`src/rtl/lsu_ctrl.sv`:
```
// Load/store unit controller: accepts one request from EX/MEM, checks it,
// drives the data-memory strobes for a single cycle and holds the response
// until the write-back stage takes it.
module lsu_ctrl #(
    parameter int DM_ADDRESS = 9,
    parameter int DATA_W     = 32
) (
    input  logic                  clk,
    input  logic                  reset_n,
    input  logic                  req_valid,
    output logic                  req_ready,
    input  logic                  req_we,
    input  logic [2:0]            req_funct3,
    input  logic [31:0]           req_addr,
    input  logic [DATA_W-1:0]     req_wdata,
    output logic                  MemRead,
    output logic                  MemWrite,
    output logic [2:0]            Funct3,
    output logic [DM_ADDRESS-1:0] a,
    output logic [DATA_W-1:0]     wd,
    input  logic [DATA_W-1:0]     rd,
    output logic                  rsp_valid,
    input  logic                  rsp_ready,
    output logic [DATA_W-1:0]     rsp_data,
    output logic                  rsp_err
);

    typedef enum logic [1:0] {
        IDLE   = 2'd0,
        ACCESS = 2'd1,
        RESP   = 2'd2
    } state_t;

    state_t                state_q, state_d;
    logic                  we_q;
    logic [2:0]            f3_q;
    logic [DM_ADDRESS-1:0] addr_q;
    logic [DATA_W-1:0]     wdata_q;

    logic                  f3_bad;
    logic                  misaligned;
    logic                  out_of_range;
    logic                  req_err;

    // Only the in-range address bits are kept; the upper bits matter only
    // for the range check made at acceptance time.
    if (DM_ADDRESS < 32) begin : g_range
        assign out_of_range = |req_addr[31:DM_ADDRESS];
    end else begin : g_norange
        assign out_of_range = 1'b0;
    end

    // Request legality: funct3 decode and natural alignment
    always_comb begin
        f3_bad = 1'b0;
        if (req_we) begin
            f3_bad = !(req_funct3 inside {3'b000, 3'b001, 3'b010});
        end else begin
            f3_bad = !(req_funct3 inside {3'b000, 3'b001, 3'b010, 3'b100, 3'b101});
        end
        misaligned = 1'b0;
        if (req_funct3[1:0] == 2'b01) begin
            misaligned = req_addr[0];
        end else if (req_funct3 == 3'b010) begin
            misaligned = (req_addr[1:0] != 2'b00);
        end
        req_err = f3_bad | misaligned | out_of_range;
    end

    // State register; reset forces IDLE at once so strobes drop asynchronously
    always_ff @(posedge clk or negedge reset_n) begin
        if (!reset_n) begin
            state_q <= IDLE;
        end else begin
            state_q <= state_d;
        end
    end

    // Next state and memory-side outputs, which are non-zero only in ACCESS
    always_comb begin
        state_d   = state_q;
        req_ready = 1'b0;
        rsp_valid = 1'b0;
        MemRead   = 1'b0;
        MemWrite  = 1'b0;
        a         = '0;
        wd        = '0;
        Funct3    = '0;
        unique case (state_q)
            IDLE: begin
                req_ready = 1'b1;
                if (req_valid) begin
                    state_d = req_err ? RESP : ACCESS;
                end
            end
            ACCESS: begin
                MemRead  = ~we_q;
                MemWrite = we_q;
                a        = addr_q;
                wd       = wdata_q;
                Funct3   = f3_q;
                state_d  = RESP;
            end
            RESP: begin
                rsp_valid = 1'b1;
                if (rsp_ready) begin
                    state_d = IDLE;
                end
            end
            default: state_d = IDLE;
        endcase
    end

    // Request latch and response capture
    always_ff @(posedge clk or negedge reset_n) begin
        if (!reset_n) begin
            we_q     <= 1'b0;
            f3_q     <= '0;
            addr_q   <= '0;
            wdata_q  <= '0;
            rsp_data <= '0;
            rsp_err  <= 1'b0;
        end else begin
            unique case (state_q)
                IDLE: begin
                    if (req_valid) begin
                        we_q     <= req_we;
                        f3_q     <= req_funct3;
                        addr_q   <= req_addr[DM_ADDRESS-1:0];
                        wdata_q  <= req_wdata;
                        rsp_data <= '0;
                        rsp_err  <= req_err;
                    end
                end
                ACCESS: begin
                    rsp_data <= we_q ? '0 : rd;
                    rsp_err  <= 1'b0;
                end
                RESP: begin
                    if (rsp_ready) begin
                        rsp_data <= '0;
                        rsp_err  <= 1'b0;
                    end
                end
                default: ;
            endcase
        end
    end

endmodule

```
`config.mk`:
```
export PLATFORM = sky130hd
export DESIGN_NAME = lsu_ctrl
export DESIGN_NICKNAME = d
export VERILOG_FILES = /design/src/rtl/lsu_ctrl.sv
export SDC_FILE = /design/constraint.sdc
export NUM_CORES = 1
export LEC_CHECK = 0
export CELL_PAD_IN_SITES_DETAIL_PLACEMENT = 0
export CELL_PAD_IN_SITES_GLOBAL_PLACEMENT = 1
export CORE_MARGIN = 3
export CORE_UTILIZATION = 32
export DETAILED_ROUTE_END_ITERATION = 6
export GPL_ROUTABILITY_DRIVEN = 0
export PLACE_DENSITY = 0.88
export SKIP_LAST_GASP = 1
export SLEW_MARGIN = 0
export SYNTH_ARGS = -nofsm -noshare
export SYNTH_HDL_FRONTEND = slang
export SYNTH_SLANG_ARGS = --single-unit
```
`constraint.sdc`:
```
create_clock -name clk -period 3 [get_ports clk]
set_input_delay 0.3 -clock clk [delete_from_list [all_inputs] [get_ports clk]]
set_output_delay 0.3 -clock clk [all_outputs]
set_load 0.005 [all_outputs]
```
== After elaboration in Yosys (flattened, before gate mapping) ==
Cells that the tools add are included.

* Register bits after elaboration: 80
* Word-level logic and storage cells: 52
* Bits of input ports: 104
* Output and inout port bits: 81

* Bitwise logic cells: 3
* Reductions and logical operators: 12
* Equality and inequality tests: 9
* Multiplexer cells: 21

{| class="wikitable"
|+ Operators with widths
! cell !! number
|-
| 32-bit two-way mux || 4
|-
| 32-bit one-hot mux with 3 select lines || 1
|-
| 23-bit OR reduction || 1
|-
| 1-bit two-way mux || 9
|-
| 9-bit two-way mux || 1
|-
| 3-bit == test (second input constant) || 2
|-
| 2-bit two-way mux || 3
|-
| 2-bit one-hot mux with 3 select lines || 1
|-
| 3-bit nonzero test || 2
|-
| 5-bit nonzero test || 1
|-
| 2-bit by 1-bit == test with 1-bit output (second input constant) || 2
|-
| 2-bit inequality test (second input constant) || 2
|-
| 2-bit AND reduction || 2
|-
| 3-bit by 1-bit == test with 1-bit output (second input constant) || 1
|-
| 3-bit by 2-bit == test with 1-bit output (second input constant) || 1
|-
| 3-bit zero test || 1
|-
| 3-bit two-way mux || 1
|-
| 1-bit one-hot mux with 3 select lines || 1
|-
| 3-bit AND reduction || 1
|-
| 2-bit == test (second input constant) || 1
|-
| 1-bit zero test || 2
|-
| 2-bit zero test || 1
|-
| 1-bit bitwise OR || 2
|-
| 2-bit nonzero test || 1
|-
| 1-bit inverter || 1
|}

== Logic depth before layout (Yosys ltp) ==
Gate-level depths: netlist of run 1.

* Depth in word-level cells: 9
* Depth in mapped cells: 7
* Depth with buffers taken out: 6

== Least setup slack after synthesis of run 1 ==
No wires, ideal clock.

* Path kind: flip-flop to flip-flop
* From: reg state_q[0]
* To: reg rsp_data[0]
* Stages on the path, launching flop included: 7
* Path slack: 1,449 ps
* Clock period less this slack: 1,551 ps
* Data arrival time: 1,425 ps
* Path buffers: 1
* Data required time: 2,874 ps
* Setup time: 126 ps
* Cell sequence: dfrtp_1 > inv_1 > ha_1 > nor2b_4 > nor3_4 > clkbuf_2 > o21ai_0

* Word-level cells in the longest chain between the ends: 3
* Elaborated cells between the ends (all ways): 8
* Classes of those cells: eq/ne: 4; mux: 1; reduce/logical: 3

{| class="wikitable"
|+ RTL lines
! element !! line !! RTL
|-
| from (decl) || 34 || <nowiki>state_t state_q, state_d;</nowiki>
|-
| from (signal assigned) || 75 || <nowiki>state_q <= state_d;</nowiki>
|-
| 2-bit == test, or another cell as far along || 124 || <nowiki>unique case (state_q)</nowiki>
|-
| 2-bit inequality test (no source line) / 3-bit nonzero test (equally long branches) || n/a ||
|-
| 3-bit AND reduction (no source line) || n/a ||
|-
| to (signal assigned) || 136 || <nowiki>rsp_data <= we_q ? '0 : rd;</nowiki>
|-
| to (decl) || 24 || <nowiki>output logic [DATA_W-1:0] rsp_data,</nowiki>
|}

Several ways; a longest one is shown, not always the timed one.
A chain may end at the register's enable or synchronous reset.

== Worst setup path after layout of run 1 ==
* From: reg state_q[1]
* To: out MemRead

* Word-level cells in the longest chain between the ends: 2

{| class="wikitable"
|+ RTL lines
! element !! line !! RTL
|-
| 2-bit by 1-bit == test with 1-bit output || 89 || <nowiki>unique case (state_q)</nowiki>
|-
| 1-bit two-way mux || 89 ||
|-
| to (decl) || 16 || <nowiki>output logic MemRead,</nowiki>
|}

Every way passes these cells.

==> run metrics, run 1 <==
clk slew on worst S/H paths=0.06 ns; crit path DAT=2.08 ns; syn nets=426; Total GRT Usage=15.45%; Syn Inst Count=318; Starting Density=33.21%; post-DR wirelength/cell=15.38 µm; unrepaired setup endpoints after global routing=no; main combinational cell family by area after synthesis=simple AND/OR/NAND/NOR gates; setup slack, reg-to-reg=1.08 ns; Placement Cell Area=0.005534 mm²; synth warn=0; crit path time final=~2.4 ns; Rows=38; count leader, synth=dfrtp_1; Post-synth ARST share=100.0%; Post-Synth Simple-Gate Area=15.92%; DIE AREA=0.01271 mm²; fmax=roughly 420 MHz; Slew Viols, Final=0; mapped cell area=0.003647 mm²; Antenna diodes=0; CTS buffer count=9; pwr dens=just under 600 mW/mm²; Max-cap violations=0; worst setup path class=register to output pin; Synth top cells by count=dfrtp_1 (80), and2_1 (45), mux2_2 (40); detailed-route vias per instance=4.594; final core occ=52.71%; Via Count=roughly 2900; VDD IR max=323.8 µV; final setup fails=0; overall power=3367 µW; final instance area=slightly below 0.006 mm²; Yosys cell types=28; core box area=0.01098 mm²; Routed Antenna Nets=0; Die X=112.8 µm; H-tree depth=3; global-route wire length before repair=15.66 mm; hold buffer count at CTS=0; CTS tree=yes; outcome=completed; Pleak=approximately 0.0023 µW; global route overflow=0; Vert. Die Dim=112.8 µm; Final TNS setup=0 ns; CTS Sinks=80; Synth Area in Compound Gates=5.729%; DP HPWL=roughly 7.2 mm; Mean Syn Cell Area=11.47 µm²; Synth Area in XOR/XNOR=0%; Final Skew=0.006758 ns; port bufs=around 180; mux share of post-synthesis cell area=14.41%; largest net degree at the start of global routing=81; reg-to-reg startpoint=state_q[1]; Clock Path Buffers=2; Crit. End Element=output pin; DR pass1 iterations=4; # resized after CTS=0; worst-skew pair later-pin latency=roughly 0.33 ns; Tcrit/Tclk final=79.32%; Ports=about 190; Layout fillers=just under 1000; RR Endpoint=rsp_data[29]; Worst EP required=2.70 ns; Synth top area share=between 50 and 60%; drt drc=0; cell taking the most area after synthesis=dfrtp_1; Area contributors post-synth=dfrtp_1 (55%), mux2_2 (12%), and2_1 (7.7%); post-CTS setup buffer count=0; initial DRC count=152; Clk Tree Root Cell=clkbuf_16; DRT Wirelength=9.841 mm; Nets=between 600 and 700; Synth Area in Adders=1.372%; initial antenna violation count=0; Hold Slack=approximately 0.14 ns; share of layout cells above drive strength 1=13.60%; Seq cells post-synth=80; Hold Crit Class=input port to asynchronous set/reset pin; R2R depth=7; Area Growth Syn to Fin=58.73%; CP Launch Type=register; actual slew at the worst max-slew pin=0.9907 ns; sequential-to-total area share from yosys stat=between 50% and 60%; Slew HR=33.96%; Post-synth EDFFs=0; via count of the first global-routing pass=roughly 3100; Worst Path Max Fanout=47; final hold violations=0; Most used DFF post-synth=dfrtp_1
==> how the worst max path moves through the flow <==
| stage | startpoint | end | slack, ns | depth (start not counted) |
|---|---|---|---|---|
| detailed placement | state_q[1] | MemRead | 0.93 | 5 |
| finish | state_q[1] | MemRead | 0.62 | 5 |
| floorplan | state_q[0] | rsp_data[0] | 1.45 | 6 |
| CTS | state_q[1] | MemRead | 0.56 | 5 |
| global route | state_q[1] | MemRead | 0.46 | 5 |
| global placement | state_q[1] | MemRead | 0.98 | 5 |
==> cells in the final DEF, fill, tap and decap left out, types with 3 or more instances in the layout <==
cell / instances
clkinv_2: 3
clkdlybuf4s50_1: 183
mux2_2: 40
nand3_1: 32
o21ai_0: 30
nor4_1: 6
o21ai_1: 5
clkbuf_16: 9
inv_1: 34
buf_4: 4
and2_1: 45
mux2_4: 5
ha_1: 4
dfrtp_1: 80
==> critical path, stage by stage (launching register included) <==
cell and delay (ns):
dfrtp_1 0.40, inv_1 0.10, ha_1 0.15, buf_4 0.35, nor2b_2 0.25, clkdlybuf4s50_1 0.51
==> per-stage QoR <==
step	setup slack, ns	instances
floorplan	1.449	318
global placement	0.9808	625
detailed placement	0.9269	625
CTS	0.5581	640
global route	0.4637	640
finish	0.6203	640
==> area by class of cell <==
| class | count | area, µm² | area share, % |
|---|---|---|---|
| Timing Repair Buffer | 187 | 1862 | 32.16 |
| Multi-Input combinational cell | 184 | 1368 | 23.62 |
| Clock inverter | 4 | 22.52 | 0.3890 |
| Clock buffer | 11 | 232.7 | 4.020 |
| Inverter | 34 | 127.6 | 2.204 |
| Sequential cell | 80 | 2002 | 34.58 |
| Tap cell | 140 | 175.2 | 3.026 |
==> logic make-up after synthesis <==
| group | count (synthesis) |
|---|---|
| and+or+nand+nor | 96 |
| DFF | 80 |
| buffers and inverters | 54 |
| muxes | 45 |
| AOI/OAI and AO/OA | 39 |
| adders and majority gates | 4 |
==> routing by layer <==
metal | track usage, % | vias up | wire (µm)
li1 | - | 1415 | -
met1 | 18.32 | 1419 | 3884
met2 | 27.96 | 92 | 5330
met3 | 2.299 | 14 | 444
met4 | 6.250 | 0 | 181
met5 | 0 | - | 0
==> registers in the layout, indices dropped and copies added (netlist names) <==
name      cells
wdata_q      32
addr_q        9
rsp_err       1
f3_q          3
rsp_data     32
we_q          1
state_q       2
==> where the power goes <==
| group | switching (µW) | total [µW] | internal [µW] |
|---|---|---|---|
| Clock | 415 | 967 | 552 |
| Combinational | 338 | 847 | 510 |
| Sequential | 149 | 1550 | 1400 |
No activity file was read; power rests on OpenSTA's default activity.
==> run 2, diff against run 1 <==
- CORE_UTILIZATION: 32 -> 30
- PLACE_DENSITY: 0.88 -> 0.83
- clock period: 3 -> 2.3 ns (I/O delays scaled with it)
==> run 2 against run 1 <==
Die area up 6.3%. Via count is 0.27% lower. Final cell count rose by 1.3%. Combinational power rose by 38%. Utilization fell by 1.8 points. Largest power group unchanged. Worst setup slack worse by 0.49 ns. Count of clock-buffer cells in the layout grew 2. Critical endpoint is now a[0].
==> run metrics, run 2 (same netlist as run 1, synthesis figures left out) <==
CTS tree=yes; core box area=0.01166 mm² (+6.2%); Clock Path Buffers=2 (unchanged); via count of the first global-routing pass=3128 (+2.3%); Inst Count DP=631 (+0.96%); post-DR wirelength/cell=15.22 µm (-0.99%); Final Skew=0.004098 ns (-0.002660 ns); CTS Sinks=80 (unchanged); detailed-route vias per instance=4.525 (-1.5%); Final TNS setup=0 ns (unchanged); global route overflow=0 (unchanged); initial antenna violation count=0 (unchanged); DR pass1 iterations=4 (unchanged); Via Count=2932 (-0.27%); worst-skew pair later-pin latency=0.32 ns (about the same); final core occ=50.90% (-1.8 points); DP HPWL=7.218 mm (+0.32%); most frequent cells in the layout=clkdlybuf4s50_1 (183), dfrtp_1 (80), and2_1 (45); biggest regs=rsp_data (32), wdata_q (32), addr_q (9); Die X=116.3 µm (+3.1%); Hold Crit Class=input port to asynchronous set/reset pin; Slew HR=33.00% (-0.95 points); Pleak=0.002377 µW (+2.6%); Ports=185 (unchanged); VDD IR max=431.2 µV (+33%); share of layout cells above drive strength 1=14.65% (+1.1 points); Hold Slack=0.06833 ns (-0.07269 ns); Finished Layout Cells=648 (+1.3%); Crit. End Element=output pin; drt drc=0 (unchanged); fmax=462.0 MHz; crit path time final=2.165 ns; Antenna diodes=0 (unchanged); Max-cap violations=0 (unchanged); global-route wire length before repair=15.38 mm (-1.8%); final setup fails=0 (unchanged); Clk Tree Root Cell=clkbuf_16; DRT Wirelength=9.865 mm (+0.24%); DIE AREA=0.01352 mm² (+6.3%); worst setup path class=register to output pin; unrepaired setup endpoints after global routing=no; Routed Antenna Nets=0 (unchanged); H-tree depth=3 (unchanged); pwr dens=779.5 mW/mm² (+34%); largest net degree at the start of global routing=81 (unchanged); commonest non-fill, non-tap cell in the layout=clkdlybuf4s50_1; initial DRC count=139 (-8.6%); Area Growth Syn to Fin=62.74%; Worst EP required=2.07 ns (-0.63 ns); final hold violations=0 (unchanged); port bufs=184 (unchanged); actual slew at the worst max-slew pin=1.005 ns (+0.01431 ns); Tcrit/Tclk final=between 90 and 100%; outcome=completed; Total GRT Usage=14.32% (-1.1 points); post-CTS setup buffer count=0 (unchanged); Layout fillers=1072 (+8.9%); clk slew on worst S/H paths=0.06 ns (about the same); Slew Viols, Final=0 (unchanged); Rows=39 (+2.6%); crit path DAT=1.93 ns (-0.15 ns); Worst Path Max Fanout=24 (-49%); Vert. Die Dim=116.3 µm (+3.1%); Nets=608 (+0.66%); CP Launch Type=register; CTS buffer count=9 (unchanged); Starting Density=31.27% (-1.9 points)
==> run 2: cell count changes in the layout (fill, tap and decap cells not counted), sizes merged <==
cell      before  now
clkinvlp       1    0
bufinv         0    1
buf            4    7
clkbuf        11   14
clkinv         3    2
==> run 2: power breakdown <==
part	switching, µW	internal [µW]
logic	454	714
registers	206	1830
clock network	524	897
==> run 2: metal layers <==
metal  up-vias  part of all wire, %  track usage, %
met3        13                  5.8           3.005
met1      1387                   43           18.75
met5         -                    0               0
met2       106                   49           23.11
li1       1426                    -               -
met4         0                  1.8           5.955
==> run 2: cell type report <==
class | instances | area (µm²) | area share, %
Inverter | 34 | 127.6 | 2.150
Multi-Input combinational cell | 184 | 1380 | 23.25
Timing Repair Buffer | 191 | 1947 | 32.80
Clock buffer | 13 | 260.3 | 4.384
Tap cell | 143 | 178.9 | 3.014
Clock inverter | 3 | 40.04 | 0.6745
Sequential cell | 80 | 2002 | 33.73
==> run 2: what timing repair did <==
action                                  in CTS  in global routing
hold buffers                                 0                  0
endpoints found under the setup margin       0                  2
endpoints found under the hold margin        0                  0
gates resized for setup                      0                  2
==> run 2: metrics by stage <==
step	power [µW]	area, µm²	worst slack, ns
finish	4627	5936	0.1353
global route	4927	5936	0.04022
CTS	4683	5898	0.05624
detailed placement	3243	5598	0.4014
global placement	3187	5598	0.4303
floorplan	2826	3647	0.7495
==> run 2: final timing paths <==
path / from / end / slack [ns] / depth (start not counted)
min reg2reg: addr_q[4] / addr_q[4] / 0.50 / 1
min in group clk: rd[24] / rsp_data[24] / 0.46 / 3
min: reset_n / rsp_data[31] / 0.07 / 1
max in group asynchronous: reset_n / we_q / 1.57 / 1
max: state_q[1] / a[0] / 0.14 / 5
max reg2reg: state_q[1] / wdata_q[30] / 0.45 / 5
==> run 2: critical path: stages (launching register included) <==
cell             delay [ns]
dfrtp_1                0.40
inv_1                  0.13
ha_4                   0.19
buf_12                 0.16
and2_1                 0.20
clkdlybuf4s50_1        0.53
